## src/rtl/cot_fsm.sv

```systemverilog
// cot_fsm: multi-cycle control unit for the accumulator CPU.
// Sequences fetch, operand read, execute and halt, and drives the datapath strobes.
module cot_fsm #(
    parameter int OPW     = 4,
    parameter int MEM_LAT = 1,
    parameter int CNTW    = 16
) (
    input  logic            iClk,
    input  logic            iRst,
    input  logic            iRun,
    input  logic [OPW-1:0]  iInst,
    input  logic            iZero,
    input  logic            iCarry,
    output logic            oMemRd,
    output logic            oIrLd,
    output logic            oPcInc,
    output logic            oPcLd,
    output logic            oAccwr,
    output logic            oDatawr,
    output logic [3:0]      oOP,
    output logic            oStop,
    output logic            oIllegal,
    output logic [CNTW-1:0] oRetired
);
    localparam logic [2:0] S_IDLE   = 3'd0;
    localparam logic [2:0] S_FETCH  = 3'd1;
    localparam logic [2:0] S_DECODE = 3'd2;
    localparam logic [2:0] S_OPRD   = 3'd3;
    localparam logic [2:0] S_EXEC   = 3'd4;
    localparam logic [2:0] S_HALT   = 3'd5;

    localparam logic [3:0] LAST_WAIT = 4'(MEM_LAT - 1);

    localparam logic [3:0] OP_CLA  = 4'b0000;
    localparam logic [3:0] OP_COM  = 4'b0001;
    localparam logic [3:0] OP_SHR  = 4'b0010;
    localparam logic [3:0] OP_CSL  = 4'b0011;
    localparam logic [3:0] OP_ADD  = 4'b0100;
    localparam logic [3:0] OP_STA  = 4'b0101;
    localparam logic [3:0] OP_LDA  = 4'b0110;
    localparam logic [3:0] OP_JMP  = 4'b0111;
    localparam logic [3:0] OP_JZ   = 4'b1000;
    localparam logic [3:0] OP_JC   = 4'b1001;
    localparam logic [3:0] OP_STP  = 4'b1111;
    localparam logic [3:0] OP_NONE = 4'b1111;

    logic [2:0]      r_state;
    logic [2:0]      w_next;
    logic [3:0]      r_wait;
    logic [3:0]      r_op;
    logic            r_run_q;
    logic            r_illegal;
    logic [CNTW-1:0] r_retired;
    logic            w_wait_done;
    logic            w_resume;
    logic            w_dec_illegal;

    // Opcodes 1010..1110 are reserved, as is anything with a bit set above bit 3.
    function automatic logic f_illegal(input logic [OPW-1:0] op);
        logic v;
        v = (op[3:0] >= 4'b1010) && (op[3:0] <= 4'b1110);
        for (int i = 4; i < OPW; i++) begin
            v = v | op[i];
        end
        return v;
    endfunction

    assign w_wait_done   = (r_wait == LAST_WAIT);
    assign w_resume      = iRun & ~r_run_q;
    assign w_dec_illegal = f_illegal(iInst);

    // Next-state selection.
    always_comb begin
        w_next = r_state;
        case (r_state)
            S_IDLE: begin
                if (iRun) begin
                    w_next = S_FETCH;
                end else begin
                    w_next = S_IDLE;
                end
            end
            S_FETCH: begin
                if (w_wait_done) begin
                    w_next = S_DECODE;
                end else begin
                    w_next = S_FETCH;
                end
            end
            S_DECODE: begin
                if (w_dec_illegal) begin
                    w_next = S_HALT;
                end else if (iInst[3:0] == OP_STP) begin
                    w_next = S_HALT;
                end else if ((iInst[3:0] == OP_ADD) || (iInst[3:0] == OP_LDA)) begin
                    w_next = S_OPRD;
                end else begin
                    w_next = S_EXEC;
                end
            end
            S_OPRD: begin
                if (w_wait_done) begin
                    w_next = S_EXEC;
                end else begin
                    w_next = S_OPRD;
                end
            end
            S_EXEC: begin
                if (iRun) begin
                    w_next = S_FETCH;
                end else begin
                    w_next = S_IDLE;
                end
            end
            S_HALT: begin
                if (w_resume) begin
                    w_next = S_FETCH;
                end else begin
                    w_next = S_HALT;
                end
            end
            default: w_next = S_IDLE;
        endcase
    end

    // State, wait counter, opcode, run-edge, illegal flag and retired counter.
    always_ff @(posedge iClk) begin
        if (iRst) begin
            r_state   <= S_IDLE;
            r_wait    <= 4'd0;
            r_op      <= OP_NONE;
            r_run_q   <= 1'b0;
            r_illegal <= 1'b0;
            r_retired <= '0;
        end else begin
            r_state <= w_next;
            r_run_q <= iRun;
            if (((r_state == S_FETCH) || (r_state == S_OPRD)) && !w_wait_done) begin
                r_wait <= r_wait + 4'd1;
            end else begin
                r_wait <= 4'd0;
            end
            if (r_state == S_DECODE) begin
                r_op <= iInst[3:0];
            end
            if ((r_state == S_DECODE) && w_dec_illegal) begin
                r_illegal <= 1'b1;
            end else if ((r_state == S_HALT) && w_resume) begin
                r_illegal <= 1'b0;
            end
            if (r_state == S_EXEC) begin
                r_retired <= r_retired + CNTW'(1);
            end
        end
    end

    // Strobe decode; reset forces every output to its idle value in the same cycle.
    always_comb begin
        oMemRd   = 1'b0;
        oIrLd    = 1'b0;
        oPcInc   = 1'b0;
        oPcLd    = 1'b0;
        oAccwr   = 1'b0;
        oDatawr  = 1'b0;
        oOP      = OP_NONE;
        oStop    = 1'b0;
        oIllegal = 1'b0;
        oRetired = '0;
        if (iRst) begin
            oStop = 1'b1;
        end else begin
            oIllegal = r_illegal;
            oRetired = r_retired;
            case (r_state)
                S_IDLE: oStop = 1'b1;
                S_FETCH: begin
                    oMemRd = 1'b1;
                    oIrLd  = w_wait_done;
                    oPcInc = w_wait_done;
                end
                S_DECODE: oStop = 1'b0;
                S_OPRD:   oMemRd = 1'b1;
                S_EXEC: begin
                    oOP = r_op;
                    case (r_op)
                        OP_CLA, OP_COM, OP_SHR, OP_CSL, OP_ADD, OP_LDA: oAccwr = 1'b1;
                        OP_STA: oDatawr = 1'b1;
                        OP_JMP: oPcLd = 1'b1;
                        OP_JZ:  oPcLd = iZero;
                        OP_JC:  oPcLd = iCarry;
                        default: oPcLd = 1'b0;
                    endcase
                end
                S_HALT: oStop = 1'b1;
                default: oStop = 1'b1;
            endcase
        end
    end
endmodule

```

## config.mk

```make
export PLATFORM = sky130hd
export DESIGN_NAME = cot_fsm
export DESIGN_NICKNAME = d
export VERILOG_FILES = /design/src/rtl/cot_fsm.sv
export SDC_FILE = /design/constraint.sdc
export NUM_CORES = 1
export LEC_CHECK = 0
export ABC_CLOCK_PERIOD_IN_PS = 3140
export BUFFER_PORTS_ARGS = -buffer_cell sky130_fd_sc_hd__clkbuf_2
export CORE_UTILIZATION = 46
export DETAILED_ROUTE_END_ITERATION = 7
export MAX_ROUTING_LAYER = met4
export PLACE_DENSITY = 0.81
export SLEW_MARGIN = 20
export SYNTH_ARGS = -nofsm -noshare
export SYNTH_HDL_FRONTEND = slang
export SYNTH_SLANG_ARGS = --single-unit
```

## constraint.sdc

```tcl
create_clock -name iClk -period 3.14 [get_ports iClk]
set_clock_uncertainty 0.05 [all_clocks]
set_input_delay 0.628 -clock iClk [delete_from_list [all_inputs] [get_ports iClk]]
set_output_delay 0.628 -clock iClk [all_outputs]
set_load 0.02 [all_outputs]
```

==> flow_summary.yaml, run 1 <==
run_status:
  status: "finished clean"
worst_hold_path:
  hp-class: "reg2reg"
global_route:
  grt_pass1_wl_um: 4820
  grt_max_degree: 30
  antenna_found_initial: 0
  globalRouteOverflowTotal: 0
  grt_use_total_pct: 18.6
  grt_pass1_vias: 1122
synth:
  synth_top_area_cell: "dfxtp_1"
  ys_seq_elements: 29
  synthCells: 187
  syn-num-nets: 199
  synthArstFlopShare_pct: 0
  avgSynthCellArea_um2: 8.32
  netlist_area_mm2: 0.00156
  synth.distinct_cells: 41
  seq_area_frac_synth_pct: 37.3
  synth_edf_count: 0
  synth_flop_cell: "dfxtp_1"
  yosys_warnings: 0
  yosys-top-cells-count: "dfxtp_1, nor2b_1, nor2_1, nand2_1"
  yosys.area.top_type_share_pct: 37.3
  synth_most_common_cell: "dfxtp_1"
  synth_top_cells_by_area: "dfxtp_1, nor2b_1, nor2_1"
cts:
  h-tree-depth: 2
  cts.reportedPaths.clkPinSlew_ns: 0.09
  postCtsHoldBufs: 0
  clockBufferDepth: 2
  cts_setup_buffers: 0
  insertion_delay_ns: 0.33
  clock-root-buffer: "clkbuf_4"
  cts_sinks: 29
  cts.repair.resized: 0
  cts_tree: "done"
  numCtsBuffers: 5
sta:
  finalHoldViolations: 0
  fin_tns_setup_ns: 0
  min_period_ns: 2.75
  drv_slew: 0
  worstMarginPinSlew_ns: 0.531
  rsz0062_at_grt: "false"
  period_share_pct: 87.6
  slew_headroom_pct: 64.5
  fmax_ghz: 0.364
  setup_viol: 0
die:
  die_h_um: 60.2
  die_area_mm2: 0.00362
  core_mm2: 0.00313
  io_pins: 37
  die_x_um: 60.2
  rows: 20
  start_util_pct: 49.8
power_and_ir_drop:
  intPower_w: 0.000544
  power.switching_w: 0.000185
  p_comb_share_pct: 11.1
  p_leak_nw: 0.768
  p_seq_share_pct: 53.6
  p_per_area_mw_per_mm2: 402
  power_w: 0.000729
  switching_share_pct: 25.4
  clkPwrFrac_pct: 35.3
  peakVddDrop_uv: 311
setup_path:
  reg2reg_slack_ns: 0.96
  worst_r2r_path_depth: 4
  cpPeakStageDelay_ns: 0.50
  crit_family: "simple AND/OR/NAND/NOR gates"
  worstSetupStartpointType: "register"
  r2r_end: "r_retired[9]"
  critPathRequiredTime_ns: 2.46
  r2r_start: "r_state[2]"
  slowest_stage: "or3b_4"
  worst-setup-path-type: "reg2out"
  crit_start: "r_state[2]"
  path_buf_inv: 1
  cp.depth: 4
  cp_max_fo: 13
  critPathCaptureType: "primary output"
  crit_end: "oDatawr"
  crit_arrival_ns: 2.07
  path_cells: "or3b_4 > or3_1 > nor3_1 > clkbuf_2"
run:
  cap_viol_max_count: 0
placement:
  place.gp.congestion: 0.751
  hpwlAfterDp_um: 2090
  io_buffer_count: 36
finish:
  nets: 231
  area_growth_pct: 16.4
  insertedDiodeCount: 0
  drive_gt1_share_pct: 23.6
drt:
  firstDrtPassIters: 4
  post_drt_wl_per_cell_um: 11.2
  post-route-drc-count: 0
  wl_um: 2960
  num_vias: 1338
  detail-route-antenna-nets: 0
  drtIter0Drc: 35
  drt-vias-per-instance: 5.07
==> power groups by stage <==
stage	clock [W]	sequential, W	combinational, W
floorplan	0	0.000393	0.0000663
global placement	0	0.000399	0.0000803
detailed placement	0	0.000399	0.0000817
CTS	0.000264	0.000390	0.0000820
global route	0.000277	0.000393	0.0000907
finish	0.000257	0.000391	0.0000808
==> cells by family after synthesis <==
group	count (synthesis)	share of synthesized area, %
fa+ha+maj	3	2.41
simple gates	99	36.6
flops	29	37.3
compound gates	25	10.4
buf+inv	17	5.14
xor+xnor	11	6.19
mux	3	2.01
==> cell type report <==
type | instances | area, µm²
sequential | 29 | 581
clock inverter | 1 | 5.00
tap | 44 | 55.1
clock buffer | 7 | 65.1
fill | 303 | 1320
multi-input combinational | 141 | 896
inverter | 4 | 15.0
timing repair buffer | 38 | 195
==> layout by cell type (no fill, tap or decap), types with 2 or more instances in the layout <==
cell type / netlist / routed
nor3b_1: 2 / 2
and3_1: 3 / 3
buf_4: 2 / 2
clkbuf_8: 0 / 2
dfxtp_1: 29 / 29
ha_1: 3 / 3
a21oi_1: 5 / 5
mux2i_1: 2 / 2
xnor2_1: 6 / 6
xor2_1: 5 / 5
nor2_1: 15 / 15
inv_1: 4 / 4
nand2b_1: 3 / 3
or4_1: 5 / 5
nand4_1: 2 / 2
or3_1: 6 / 6
nor3_1: 4 / 4
a211o_1: 4 / 4
o21ai_0: 9 / 9
and4_1: 2 / 2
nand3b_1: 2 / 2
nand2_1: 14 / 14
clkbuf_4: 0 / 5
nand3_1: 9 / 9
nor2b_1: 25 / 25
clkbuf_2: 1 / 36
==> layer usage <==
layer	vias to the layer above	part of all wire, %	track usage [%]
met1	591	52	25.0
met3	7	5.1	4.76
met4	0	1.9	11.0
met5	-	0	-
li1	713	-	-
met2	27	41	24.6
==> sequential cells by signal, indices dropped and copies added, names as in the netlist <==
name and count:
r_run_q 1, r_state 3, r_wait 4, r_retired 16, r_op 4, r_illegal 1
==> stage by stage <==
step / util (%) / worst slack [ns] / cells / hold slack (ns) / area (µm²)
after floorplan: - / 0.579 / 187 / 0.380 / 1560
after global placement: 55.7 / 0.757 / 256 / 0.401 / 1740
after detailed placement: 55.7 / 0.726 / 256 / 0.407 / 1740
after CTS: 57.9 / 0.389 / 264 / 0.429 / 1810
after global routing: 57.9 / 0.297 / 264 / 0.459 / 1810
final: 57.9 / 0.391 / 264 / 0.420 / 1810
==> worst min-delay path by stage <==
| stage | startpoint | endpoint | slack, ns | depth (start not counted) |
|---|---|---|---|---|
| after detailed placement | r_wait[0] | r_wait[0] | 0.41 | 1 |
| after global placement | r_wait[0] | r_wait[0] | 0.40 | 1 |
| after CTS | r_wait[0] | r_wait[0] | 0.43 | 1 |
| after global routing | r_wait[0] | r_wait[0] | 0.46 | 1 |
| final | r_wait[0] | r_wait[0] | 0.42 | 1 |
| after floorplan | r_wait[0] | r_wait[0] | 0.38 | 1 |
(Power assumes the default switching activity.)
==> run 2: changes to the inputs <==
--- a/config.mk
+++ b/config.mk
@@ -5,6 +5,7 @@
 export SDC_FILE = /design/constraint.sdc
 export NUM_CORES = 1
 export LEC_CHECK = 0
+export ABC_AREA = 1
 export ABC_CLOCK_PERIOD_IN_PS = 3140
 export BUFFER_PORTS_ARGS = -buffer_cell sky130_fd_sc_hd__clkbuf_2
 export CORE_UTILIZATION = 46
==> run 2 against run 1 <==
Effect of this change: sequential power fell by 2%; maximum frequency rose by 16%; clock power fell by 10%; cell area rose by 3.5%; non-clock buffer count fell by 2; largest power group unchanged.
==> flow_summary.yaml, run 2 <==
synth:
  synthCells: 244
  ys_seq_elements: 29
  synthArstFlopShare_pct: 0
  yosys_warnings: 0
  synth_top_area_cell: "dfxtp_1"
  avgSynthCellArea_um2: 6.61
  synth_edf_count: 0
  synth_top_cells_by_area: "dfxtp_1, inv_1, nor2_1"
  netlist_area_mm2: 0.00161
  synth.distinct_cells: 27
  synth_most_common_cell: "inv_1"
  seq_area_frac_synth_pct: 36.0
  synth_flop_cell: "dfxtp_1"
  yosys.area.top_type_share_pct: 36.0
  yosys-top-cells-count: "inv_1, nor2_1, nand2_1, dfxtp_1, a21oi_1"
  syn-num-nets: 256
placement:
  hpwlAfterDp_um: 2370
  place.gp.congestion: 0.808
  io_buffer_count: 36
cts:
  h-tree-depth: 2
  cts_tree: "done"
  cts_setup_buffers: 0
  cts.reportedPaths.clkPinSlew_ns: 0.08
  numCtsBuffers: 5
  cts.repair.resized: 0
  insertion_delay_ns: 0.33
  postCtsHoldBufs: 0
  cts_sinks: 29
  clockBufferDepth: 2
  clock-root-buffer: "clkbuf_4"
finish:
  nets: 293
  area_growth_pct: 16.2
  drive_gt1_share_pct: 21.0
  insertedDiodeCount: 0
  fin_util_pct: 56.2
  nFillCells: 350
  largest-register: "r_retired"
  largest_reg_flops: 16
  final_cell_mix: "inv_1, nor2_1, nand2_1, clkbuf_2, dfxtp_1"
  layout_commonest_cell: "inv_1"
  largestRegisters: "r_retired: 16 flops, r_op: 4 flops, r_wait: 4 flops"
worst_hold_path:
  hp-class: "reg2reg"
die:
  rows: 21
  core_mm2: 0.00334
  die_x_um: 61.2
  die_area_mm2: 0.00375
  start_util_pct: 48.4
  io_pins: 37
  die_h_um: 61.2
power_and_ir_drop:
  p_per_area_mw_per_mm2: 360
  p_comb_share_pct: 9.1
  switching_share_pct: 25.9
  power.switching_w: 0.000175
  peakVddDrop_uv: 188
  intPower_w: 0.000501
  p_seq_share_pct: 56.8
  p_leak_nw: 0.887
  clkPwrFrac_pct: 34.1
sta:
  drv_slew: 0
  hold_slack_ns: 0.414
  worstMarginPinSlew_ns: 0.566
  fmax_ghz: 0.423
  min_period_ns: 2.36
  finalHoldViolations: 0
  setup_viol: 0
  period_share_pct: 75.2
  slew_headroom_pct: 62.3
  rsz0062_at_grt: "false"
  fin_tns_setup_ns: 0
global_route:
  globalRouteOverflowTotal: 0
  grt_pass1_wl_um: 5420
  grt_pass1_vias: 1271
  antenna_found_initial: 0
  grt_max_degree: 27
  grt_use_total_pct: 20.5
setup_path:
  cp_max_fo: 26
  critPathCaptureType: "primary output"
  crit_arrival_ns: 1.68
  worst-setup-path-type: "in2out"
  worstSetupStartpointType: "input pin"
  critPathRequiredTime_ns: 2.46
drt:
  detail-route-antenna-nets: 0
  wl_um: 3130
  num_vias: 1571
  post-route-drc-count: 0
  drtIter0Drc: 71
  firstDrtPassIters: 4
  post_drt_wl_per_cell_um: 9.56
  drt-vias-per-instance: 4.80
run:
  cap_viol_max_count: 0
run_status:
  status: "finished clean"
-- run 2: area by class of cell --
cell class | instances | area, µm² | share of cell area, %
multi-input cells | 160 | 818 | 43.6
flip-flops and latches | 29 | 581 | 31.0
inverters | 49 | 184 | 9.81
repair buffers | 36 | 180 | 9.61
well taps | 46 | 57.6 | 3.07
clock buffers | 7 | 55.1 | 2.94
-- run 2: routing by layer --
layer	vias to the layer above	share of wire, %	track usage [%]
met5	-	0	-
met3	7	4.5	6.93
met4	0	1.8	6.82
met2	38	46	31.4
li1	844	-	-
met1	682	47	25.1
-- run 2: metrics by stage --
stage	cell area [µm²]	power, W	cells	setup slack, ns
4_1_cts	1880	0.000682	327	0.760
5_1_grt	1880	0.000714	327	0.648
6_report	1880	0.000676	327	0.778
3_3_place_gp	1820	0.000454	320	0.783
3_5_place_dp	1820	0.000454	320	0.762
2_1_floorplan	1610	0.000438	244	0.908
-- run 2: final timing paths --
path,startpoint,to,slack (ns),cells after the start
worst max-delay path,iRst,oRetired[8],0.78,5
worst min-delay path,r_wait[0],r_wait[0],0.41,1
worst max register to register,r_state[2],r_retired[15],1.71,7
worst min register to register,r_wait[0],r_wait[0],0.41,1
-- run 2: kinds of logic (layout without fill, tap and decap cells) --
logic type	Yosys count	in the layout	share of synthesized area, %
buffers and inverters	55	92	13.3
XOR/XNOR	1	1	0.543
adder cells (fa/ha/maj)	3	3	2.33
flip-flops	29	29	36.0
AO/OA/AOI/OAI	32	32	11.3
AND/OR/NAND/NOR	124	124	36.5
-- run 2: worst max-delay path: stages --
cell,delay [ns]
clkbuf_2,0.44
inv_2,0.27
nand2_1,0.14
inv_1,0.04
clkbuf_2,0.14
-- run 2: power groups by stage --
stage | sequential (W) | combinational (W) | clock, W
after floorplan | 0.000390 | 0.0000487 | 0
after global placement | 0.000392 | 0.0000615 | 0
after detailed placement | 0.000392 | 0.0000620 | 0
after CTS | 0.000384 | 0.0000623 | 0.000236
after global routing | 0.000386 | 0.0000701 | 0.000258
final | 0.000384 | 0.0000616 | 0.000231
